**config.mk**
```make
export PLATFORM = sky130hd
export DESIGN_NAME = fetch_stage
export DESIGN_NICKNAME = d
export VERILOG_FILES = /design/src/rtl/cpu_pkg.sv /design/src/rtl/pc_next_sel.sv /design/src/rtl/fetch_stage.sv
export SDC_FILE = /design/constraint.sdc
export NUM_CORES = 1
export LEC_CHECK = 0
export CORE_MARGIN = 2
export CORE_UTILIZATION = 46
export CTS_BUF_LIST = sky130_fd_sc_hd__clkbuf_8
export CTS_CLUSTER_DIAMETER = 200
export CTS_CLUSTER_SIZE = 30
export DETAILED_ROUTE_END_ITERATION = 7
export PLACE_DENSITY = 0.8
export REMOVE_ABC_BUFFERS = 1
export SETUP_SLACK_MARGIN = 0.4
export SYNTH_ARGS = -nofsm -noshare
export SYNTH_HDL_FRONTEND = slang
export SYNTH_SLANG_ARGS = --single-unit
```
**constraint.sdc**
```tcl
create_clock -name clock -period 2.1 [get_ports clock]
set_input_delay 0.525 -clock clock [delete_from_list [all_inputs] [get_ports clock]]
set_output_delay 0.525 -clock clock [all_outputs]
set_load 0.03 [all_outputs]
```
**src/rtl/cpu_pkg.sv**
```systemverilog
// Shared CPU definitions: address/word widths, JMP opcode, fetch FSM
// states and the IF/ID pipeline bundle used by fetch and decode.
package cpu_pkg;

    localparam int ADDR_W  = 12;
    localparam int INSTR_W = 19;
    localparam int OP_W    = 5;

    localparam logic [OP_W-1:0]    OP_JMP    = 5'b11100;
    localparam logic [INSTR_W-1:0] NOP_INSTR = '0;

    typedef enum logic [1:0] {
        ST_RESET,
        ST_RUN,
        ST_BUBBLE
    } fetch_state_e;

    typedef struct packed {
        logic [INSTR_W-1:0] instr;
        logic [ADDR_W-1:0]  pc;
        logic               valid;
        logic               pred_taken;
    } ifid_t;

endpackage

```
**src/rtl/pc_next_sel.sv**
```systemverilog
// Next-PC select: redirect, hold on stall, early JMP target, or PC+1.
// Ports: pc_i, redirect_i/redirect_addr_i, stall_i, op_i/target_i
// (fields of the fetched word) -> pc_next_o, jmp_taken_o.
// Early JMP follow is enabled by the FETCH_EARLY_JMP_EN macro.
module pc_next_sel
    import cpu_pkg::*;
(
    input  logic [ADDR_W-1:0] pc_i,
    input  logic              redirect_i,
    input  logic [ADDR_W-1:0] redirect_addr_i,
    input  logic              stall_i,
    input  logic [OP_W-1:0]   op_i,
    input  logic [ADDR_W-1:0] target_i,
    output logic [ADDR_W-1:0] pc_next_o,
    output logic              jmp_taken_o
);

`ifdef FETCH_EARLY_JMP_EN
    localparam logic EARLY_JMP = 1'b1;
`else
    localparam logic EARLY_JMP = 1'b0;
`endif

    logic advance;

    assign advance     = !redirect_i && !stall_i;
    assign jmp_taken_o = EARLY_JMP && advance && (op_i == OP_JMP);

    // Redirect and stall may both be high; redirect must win.
    always_comb begin
        pc_next_o = pc_i + 1'b1;
        if (redirect_i) begin
            pc_next_o = redirect_addr_i;
        end else if (stall_i) begin
            pc_next_o = pc_i;
        end else if (jmp_taken_o) begin
            pc_next_o = target_i;
        end
    end

endmodule

```
**src/rtl/fetch_stage.sv**
```systemverilog
// Instruction fetch: owns the PC, drives the instruction memory address
// and registers the returned word into the IF/ID bundle for decode.
// Ports: clock, reset_n (sync, active low), pc_addr -> memory,
// instr_in <- memory, stall, redirect_valid/redirect_addr from
// downstream; ifid_* to decode; fetch_count = accepted instructions.
// Optional macro FETCH_EARLY_JMP_EN follows JMPs at fetch time.
module fetch_stage
    import cpu_pkg::*;
#(
    parameter int                CNT_W    = 16,
    parameter logic [ADDR_W-1:0] RESET_PC = '0
) (
    input  logic               clock,
    input  logic               reset_n,
    output logic [ADDR_W-1:0]  pc_addr,
    input  logic [INSTR_W-1:0] instr_in,
    input  logic               stall,
    input  logic               redirect_valid,
    input  logic [ADDR_W-1:0]  redirect_addr,
    output logic [INSTR_W-1:0] ifid_instr,
    output logic [ADDR_W-1:0]  ifid_pc,
    output logic               ifid_valid,
    output logic               ifid_pred_taken,
    output logic [CNT_W-1:0]   fetch_count
);

    logic [ADDR_W-1:0] pc_q;
    logic [ADDR_W-1:0] pc_d;
    logic              jmp_taken;
    ifid_t             ifid_q;
    logic [CNT_W-1:0]  cnt_q;
    fetch_state_e      state_q;

    pc_next_sel u_pc_next_sel (
        .pc_i            (pc_q),
        .redirect_i      (redirect_valid),
        .redirect_addr_i (redirect_addr),
        .stall_i         (stall),
        .op_i            (instr_in[INSTR_W-1 -: OP_W]),
        .target_i        (instr_in[ADDR_W-1:0]),
        .pc_next_o       (pc_d),
        .jmp_taken_o     (jmp_taken)
    );

    always_ff @(posedge clock) begin
        if (!reset_n) begin
            pc_q    <= RESET_PC;
            ifid_q  <= '0;
            cnt_q   <= '0;
            state_q <= ST_RESET;
        end else begin
            pc_q <= pc_d;
            if (redirect_valid) begin
                // Flush; ifid_q.pc keeps its old value.
                ifid_q.instr      <= NOP_INSTR;
                ifid_q.valid      <= 1'b0;
                ifid_q.pred_taken <= 1'b0;
                state_q           <= ST_BUBBLE;
            end else if (stall) begin
                if (state_q == ST_RESET) begin
                    state_q <= ST_RUN;
                end
            end else begin
                ifid_q.instr      <= instr_in;
                ifid_q.pc         <= pc_q + 1'b1;
                ifid_q.valid      <= 1'b1;
                ifid_q.pred_taken <= jmp_taken;
                cnt_q             <= (&cnt_q) ? cnt_q : cnt_q + 1'b1;
                state_q           <= ST_RUN;
            end
        end
    end

    assign pc_addr         = pc_q;
    assign ifid_instr      = ifid_q.instr;
    assign ifid_pc         = ifid_q.pc;
    assign ifid_valid      = ifid_q.valid;
    assign ifid_pred_taken = ifid_q.pred_taken;
    assign fetch_count     = cnt_q;

endmodule

```
==> results of run 1 <==
[logic make-up after synthesis]
| family | synth area share |
|---|---|
| buf+inv | 0.04618 |
| mux | 0.09048 |
| other cells | 0.001412 |
| simple gates | 0.2008 |
| flops | 0.4524 |
| xor+xnor | 0.05938 |
| compound gates | 0.1400 |
| fa+ha+maj | 0.009424 |
[what timing repair did]
| action | CTS | global route |
|---|---|---|
| resized for setup | 126 | 22 |
| pin swaps | 5 | 8 |
| hold buffers | 0 | 0 |
| endpoints found under the setup margin | 81 | 28 |
| buffers inserted | 4 | 1 |
[where the power goes]
part           switching [W]  internal, W
Sequential         0.0000451      0.00119
Combinational       0.000234     0.000193
Clock               0.000420     0.000435
[layer usage]
layer  up-vias  share of wire
li1       1324              -
met1      1276           0.41
met2       117           0.48
met3        14          0.086
met4         0          0.021
met5         -              0
[worst paths after layout]
check,from,to,slack [ns],cells after the start
hold reg to reg,ifid_valid,ifid_valid,0.45,2
setup reg to reg,fetch_count[0],fetch_count[1],0.24,8
setup / recovery,fetch_count[0],fetch_count[1],0.24,8
hold / removal,ifid_valid,ifid_valid,0.45,2
[worst max-delay path, stage by stage (launching register included)]
cell and delay (ns):
dfxtp_2 0.35, ha_4 0.14, nand4_1 0.12, buf_4 0.18, o41ai_4 0.37, buf_4 0.21
buf_6 0.10, mux2i_1 0.19, nor2_1 0.07
[state kept, by name, summed over array words and instances, names as in the netlist]
name / count
ifid_instr: 19
fetch_count: 16
ifid_pc: 12
pc_addr: 12
ifid_valid: 1
[stage by stage]
step / instances / utilization / instance area, sq um / hold slack [ns] / setup slack (ns)
after global placement: 484 / 0.6951 / 3851 / 0.4358 / -0.1753
after detailed placement: 484 / 0.6951 / 3851 / 0.4468 / -0.1976
after global routing: 503 / 0.7484 / 4146 / 0.4812 / 0.1645
final: 503 / 0.7484 / 4146 / 0.4539 / 0.2416
after CTS: 502 / 0.7398 / 4099 / 0.4570 / 0.2445
after floorplan: 283 / - / 2562 / 0.5748 / -0.4781
[cells in the mapped netlist (all sizes together) (2+ instances only)]
master	number	area, sq um
buf	7	51.29
dfxtp	60	1201
inv	7	26.28
nor2	38	142.6
clkbuf	11	41.29
a21oi	26	130.1
a311oi	4	35.03
a211oi	4	30.03
xnor2	14	122.6
or3	10	67.56
nand2b	4	25.02
mux2i	24	240.2
o41ai	2	25.03
ha	2	25.02
nand2	16	60.06
or4	6	45.04
or2	2	15.02
nand4	5	31.28
o21ai	21	105.1
o31ai	5	37.54
nor3	6	30.03
xor2	4	35.03
nand3	8	40.04
nor4	10	62.56
[cell type report]
class                   instances  area, sq um  area share
multi-input cells             215         1453      0.3503
clock buffers                  10        137.6     0.03319
flip-flops and latches         60         1215      0.2930
well taps                      72        90.09     0.02173
clock inverters                 4        18.77    0.004526
inverters                       8        30.03    0.007242
repair buffers                134         1202      0.2900
==> impl_metrics.tcl, run 1 <==
set metrics [dict create \
    final-hold-violation-count 0 \
    cts_tree "built" \
    fin_crit_sh 0.8849 \
    dieArea_sq_mm 0.006395 \
    ys.warnings.count 0 \
    final_layout_size_suffix_gt1_frac 0.2506 \
    detail_route.wirelength_mm 7.493 \
    cts_sinks 60 \
    htree_levels 3 \
    fmax_mhz 538.1 \
    num-fill-cells 426 \
    root_buffer "clkbuf_8" \
    antenna_found_initial 0 \
    path_max_fanout 7 \
    nets 465 \
    cp.arrival_ns 2.07 \
    synthFlopType "dfxtp_1" \
    grt_overflow 0 \
    hp-class "reg -> reg" \
    async_flop_share 0 \
    busiest_layer "met2" \
    core_sq_mm 0.005540 \
    path_class "reg -> reg" \
    maxCapViolCount 0 \
    dr_total_vias 2731 \
    powerDensity_mw_per_mm2 606.3 \
    wl_per_cell_microns 14.90 \
    ir_drop_v 0.0005912 \
    antenna_left 0 \
    drv_slew 0 \
    num_antenna_cells 0 \
    post-route-drc-count 0 \
    finalClockSkew_ns 0.009407 \
    clk_path_buf_depth 2 \
    cts_buffers 9 \
    final_cell_mix "dfxtp_1 (49), nor2_1 (37), buf_4 (37)" \
    setup_tns_ns 0 \
    core.rowCount 27 \
    syn_to_final_growth_pct 56.17 \
    first_global_vias 2667 \
    post-dp-hpwl_mm 5.119 \
    insertion_delay_ns 0.34 \
    start_util 0.4792 \
    netlist_instances 301 \
    routabilityCongestion 0.8078 \
    synth_seq_area_share 0.4524 \
    ioPinCount 96 \
    grt_pass1_wl_mm 12.29 \
    place.port_buffers 94 \
    track_usage 0.2466 \
    dr.pass1.iters 4 \
    status "finished clean" \
    syn_area_sq_mm 0.002655 \
    grt_use_met2 0.4100 \
    p_total_w 0.002514 \
    relSlewSlack 0.6492 \
    grt_max_degree 27 \
    synth_area_per_cell_sq_um 8.821 \
    worstSetupEndpointType "flop" \
    worst_pin_slew_ns 0.5206 \
    final_common_cell "dfxtp_1" \
    path_clk_slew_ns 0.06 \
    p_leak_nw 1.705 \
    use_met1 0.2871 \
    worst-endpoint-required_ns 2.31 \
    critPathLaunchType "flop" \
    rsz0062_at_grt "true" \
    die_h_microns 79.97 \
    routed_via_density 5.429 \
    setup_violations 0 \
    netlist-cell-type-count 35 \
    grtUsageMet3 0.07805 \
    synth_edf_count 0 \
    drt_iter0_drc 106 \
    synth_seq_cells 60 \
    period_needed_ns 1.858 \
    die_x_microns 79.97 \
]
Power figures use the tool's default switching activity.
==> inputs of run 2 (changes only) <==
--- a/config.mk
+++ b/config.mk
@@ -6,14 +6,15 @@
 export NUM_CORES = 1
 export LEC_CHECK = 0
 export CORE_MARGIN = 2
-export CORE_UTILIZATION = 46
+export CORE_UTILIZATION = 50
 export CTS_BUF_LIST = sky130_fd_sc_hd__clkbuf_8
 export CTS_CLUSTER_DIAMETER = 200
 export CTS_CLUSTER_SIZE = 30
 export DETAILED_ROUTE_END_ITERATION = 7
-export PLACE_DENSITY = 0.8
+export PLACE_DENSITY = 0.86
 export REMOVE_ABC_BUFFERS = 1
 export SETUP_SLACK_MARGIN = 0.4
+export SLEW_MARGIN = 20
 export SYNTH_ARGS = -nofsm -noshare
 export SYNTH_HDL_FRONTEND = slang
 export SYNTH_SLANG_ARGS = --single-unit
==> constraint.sdc (replaced) <==
create_clock -name clock -period 2.4 [get_ports clock]
set_input_delay 0.6 -clock clock [delete_from_list [all_inputs] [get_ports clock]]
set_output_delay 0.6 -clock clock [all_outputs]
set_load 0.03 [all_outputs]
==> impl_metrics.tcl, run 2 (synthesis gave the netlist of run 1 again) <==
set metrics [dict create \
    status "finished clean" \
    num_antenna_cells 0 \
    routed_via_density 5.523 \
    maxCapViolCount 0 \
    die_h_microns 76.87 \
    ctsHoldBuffers 0 \
    dp.cells 467 \
    p_total_w 0.002289 \
    track_usage 0.2513 \
    worst-path-buf-inv 1 \
    post-route-drc-count 0 \
    grt_overflow 0 \
    fmax_mhz 506.4 \
    final_common_cell "dfxtp_1" \
    dr_total_vias 2673 \
    final_layout_size_suffix_gt1_frac 0.1039 \
    ir_drop_v 0.0003913 \
    p_leak_nw 1.647 \
    final_cell_mix "dfxtp_1 (60), clkdlybuf4s50_1 (58), nor2_1 (38)" \
    dieArea_sq_mm 0.005909 \
    cp_cell_sequence "clkdlybuf4s50_1" \
    final-hold-violation-count 0 \
    wl_per_cell_microns 14.89 \
    core_sq_mm 0.005107 \
    ioPinCount 96 \
    antenna_left 0 \
    dr.pass1.iters 4 \
    place.port_buffers 94 \
    clk_path_buf_depth 2 \
    critPathTopFamily "buffers and inverters" \
    root_buffer "clkbuf_8" \
    first_global_vias 2646 \
    drv_slew 0 \
    cts_buffers 9 \
    die_x_microns 76.87 \
    largest_register_ffs 19 \
    antenna_found_initial 0 \
    rsz0062_at_grt "true" \
    finalClockSkew_ns 0.007059 \
    slowest_delay_ns 0.68 \
    start_util 0.5198 \
    critPathLaunchType "flop" \
    setup_violations 0 \
    worst_hold_slack_ns 0.4521 \
    worst-endpoint-required_ns 1.80 \
    syn_to_final_growth_pct 48.35 \
    post-dp-hpwl_mm 4.910 \
    grt_pass1_wl_mm 11.96 \
    grt_max_degree 35 \
    setup_tns_ns 0 \
    drt_iter0_drc 182 \
    path_max_fanout 2 \
    cts_sinks 60 \
    cts_tree "built" \
    routabilityCongestion 0.8807 \
    fin_crit_sh 0.8228 \
    crit_path_top_delay_cell "clkdlybuf4s50_1" \
    path_clk_slew_ns 0.06 \
    placed_area_sq_mm 0.003736 \
    final_cells 484 \
    htree_levels 3 \
    final_area_sq_mm 0.003939 \
    core.rowCount 26 \
    cp.arrival_ns 1.37 \
    path_class "reg -> out" \
    period_needed_ns 1.975 \
    insertion_delay_ns 0.34 \
    nets 447 \
    hp-class "reg -> reg" \
    powerDensity_mw_per_mm2 581.1 \
    detail_route.wirelength_mm 7.206 \
    worstSetupEndpointType "primary output" \
]
run 2: changes by cell type in the layout (fill, tap and decap cells not counted), sizes merged:
cell | before | now
clkinv | 4 | 2
dlygate4sd2 | 36 | 29
dlymetal6s2s | 0 | 6
clkdlybuf4s50 | 32 | 58
clkbuf | 15 | 13
clkdlybuf4s15 | 20 | 0
buf | 41 | 23
run 2: area by class of cell:
class,count,area (sq um)
Clock buffer,13,178.9
Inverter,8,30.03
Timing Repair Buffer,116,1080
Multi-Input combinational cell,215,1353
Sequential cell,60,1201
Clock inverter,2,8.758
Tap cell,70,87.58
Fill cell,359,1169
run 2: layer usage:
metal,part of all wire,up-vias,global-route usage,wire length (microns)
met1,0.40,1251,0.2766,2884
met4,0.021,0,0.1073,149
met3,0.095,15,0.09647,686
li1,-,1291,-,-
met2,0.48,116,0.4307,3486
met5,0,-,0,0
run 2: metrics by stage:
stage | worst slack [ns] | utilization
5_1_grt | 0.3541 | 0.7712
6_report | 0.4252 | 0.7712
3_3_place_gp | 0.03191 | 0.7315
3_5_place_dp | 0.004801 | 0.7315
2_1_floorplan | -0.1781 | -
4_1_cts | 0.4061 | 0.7648
run 2: power by group:
part           internal, W  switching, W  leakage, nW  total, W
clock network     0.000477      0.000374        0.103  0.000851
logic             0.000168      0.000196         1.05  0.000363
registers          0.00104     0.0000380        0.491   0.00107
total              0.00168      0.000608         1.65   0.00229
run 2: worst paths after layout:
kind,slack [ns],from,cells after the start,end
setup / recovery,0.43,ifid_pc[6],1,ifid_pc[6]
hold / removal,0.45,ifid_valid,2,ifid_valid
setup reg to reg,0.45,fetch_count[0],6,fetch_count[10]
hold reg to reg,0.45,ifid_valid,2,ifid_valid
run 2: what timing repair did:
action | in CTS | in global routing
pin swaps | 1 | 1
setup buffers | 1 | 1
resized for setup | 30 | 8
setup endpoints to repair | 43 | 9
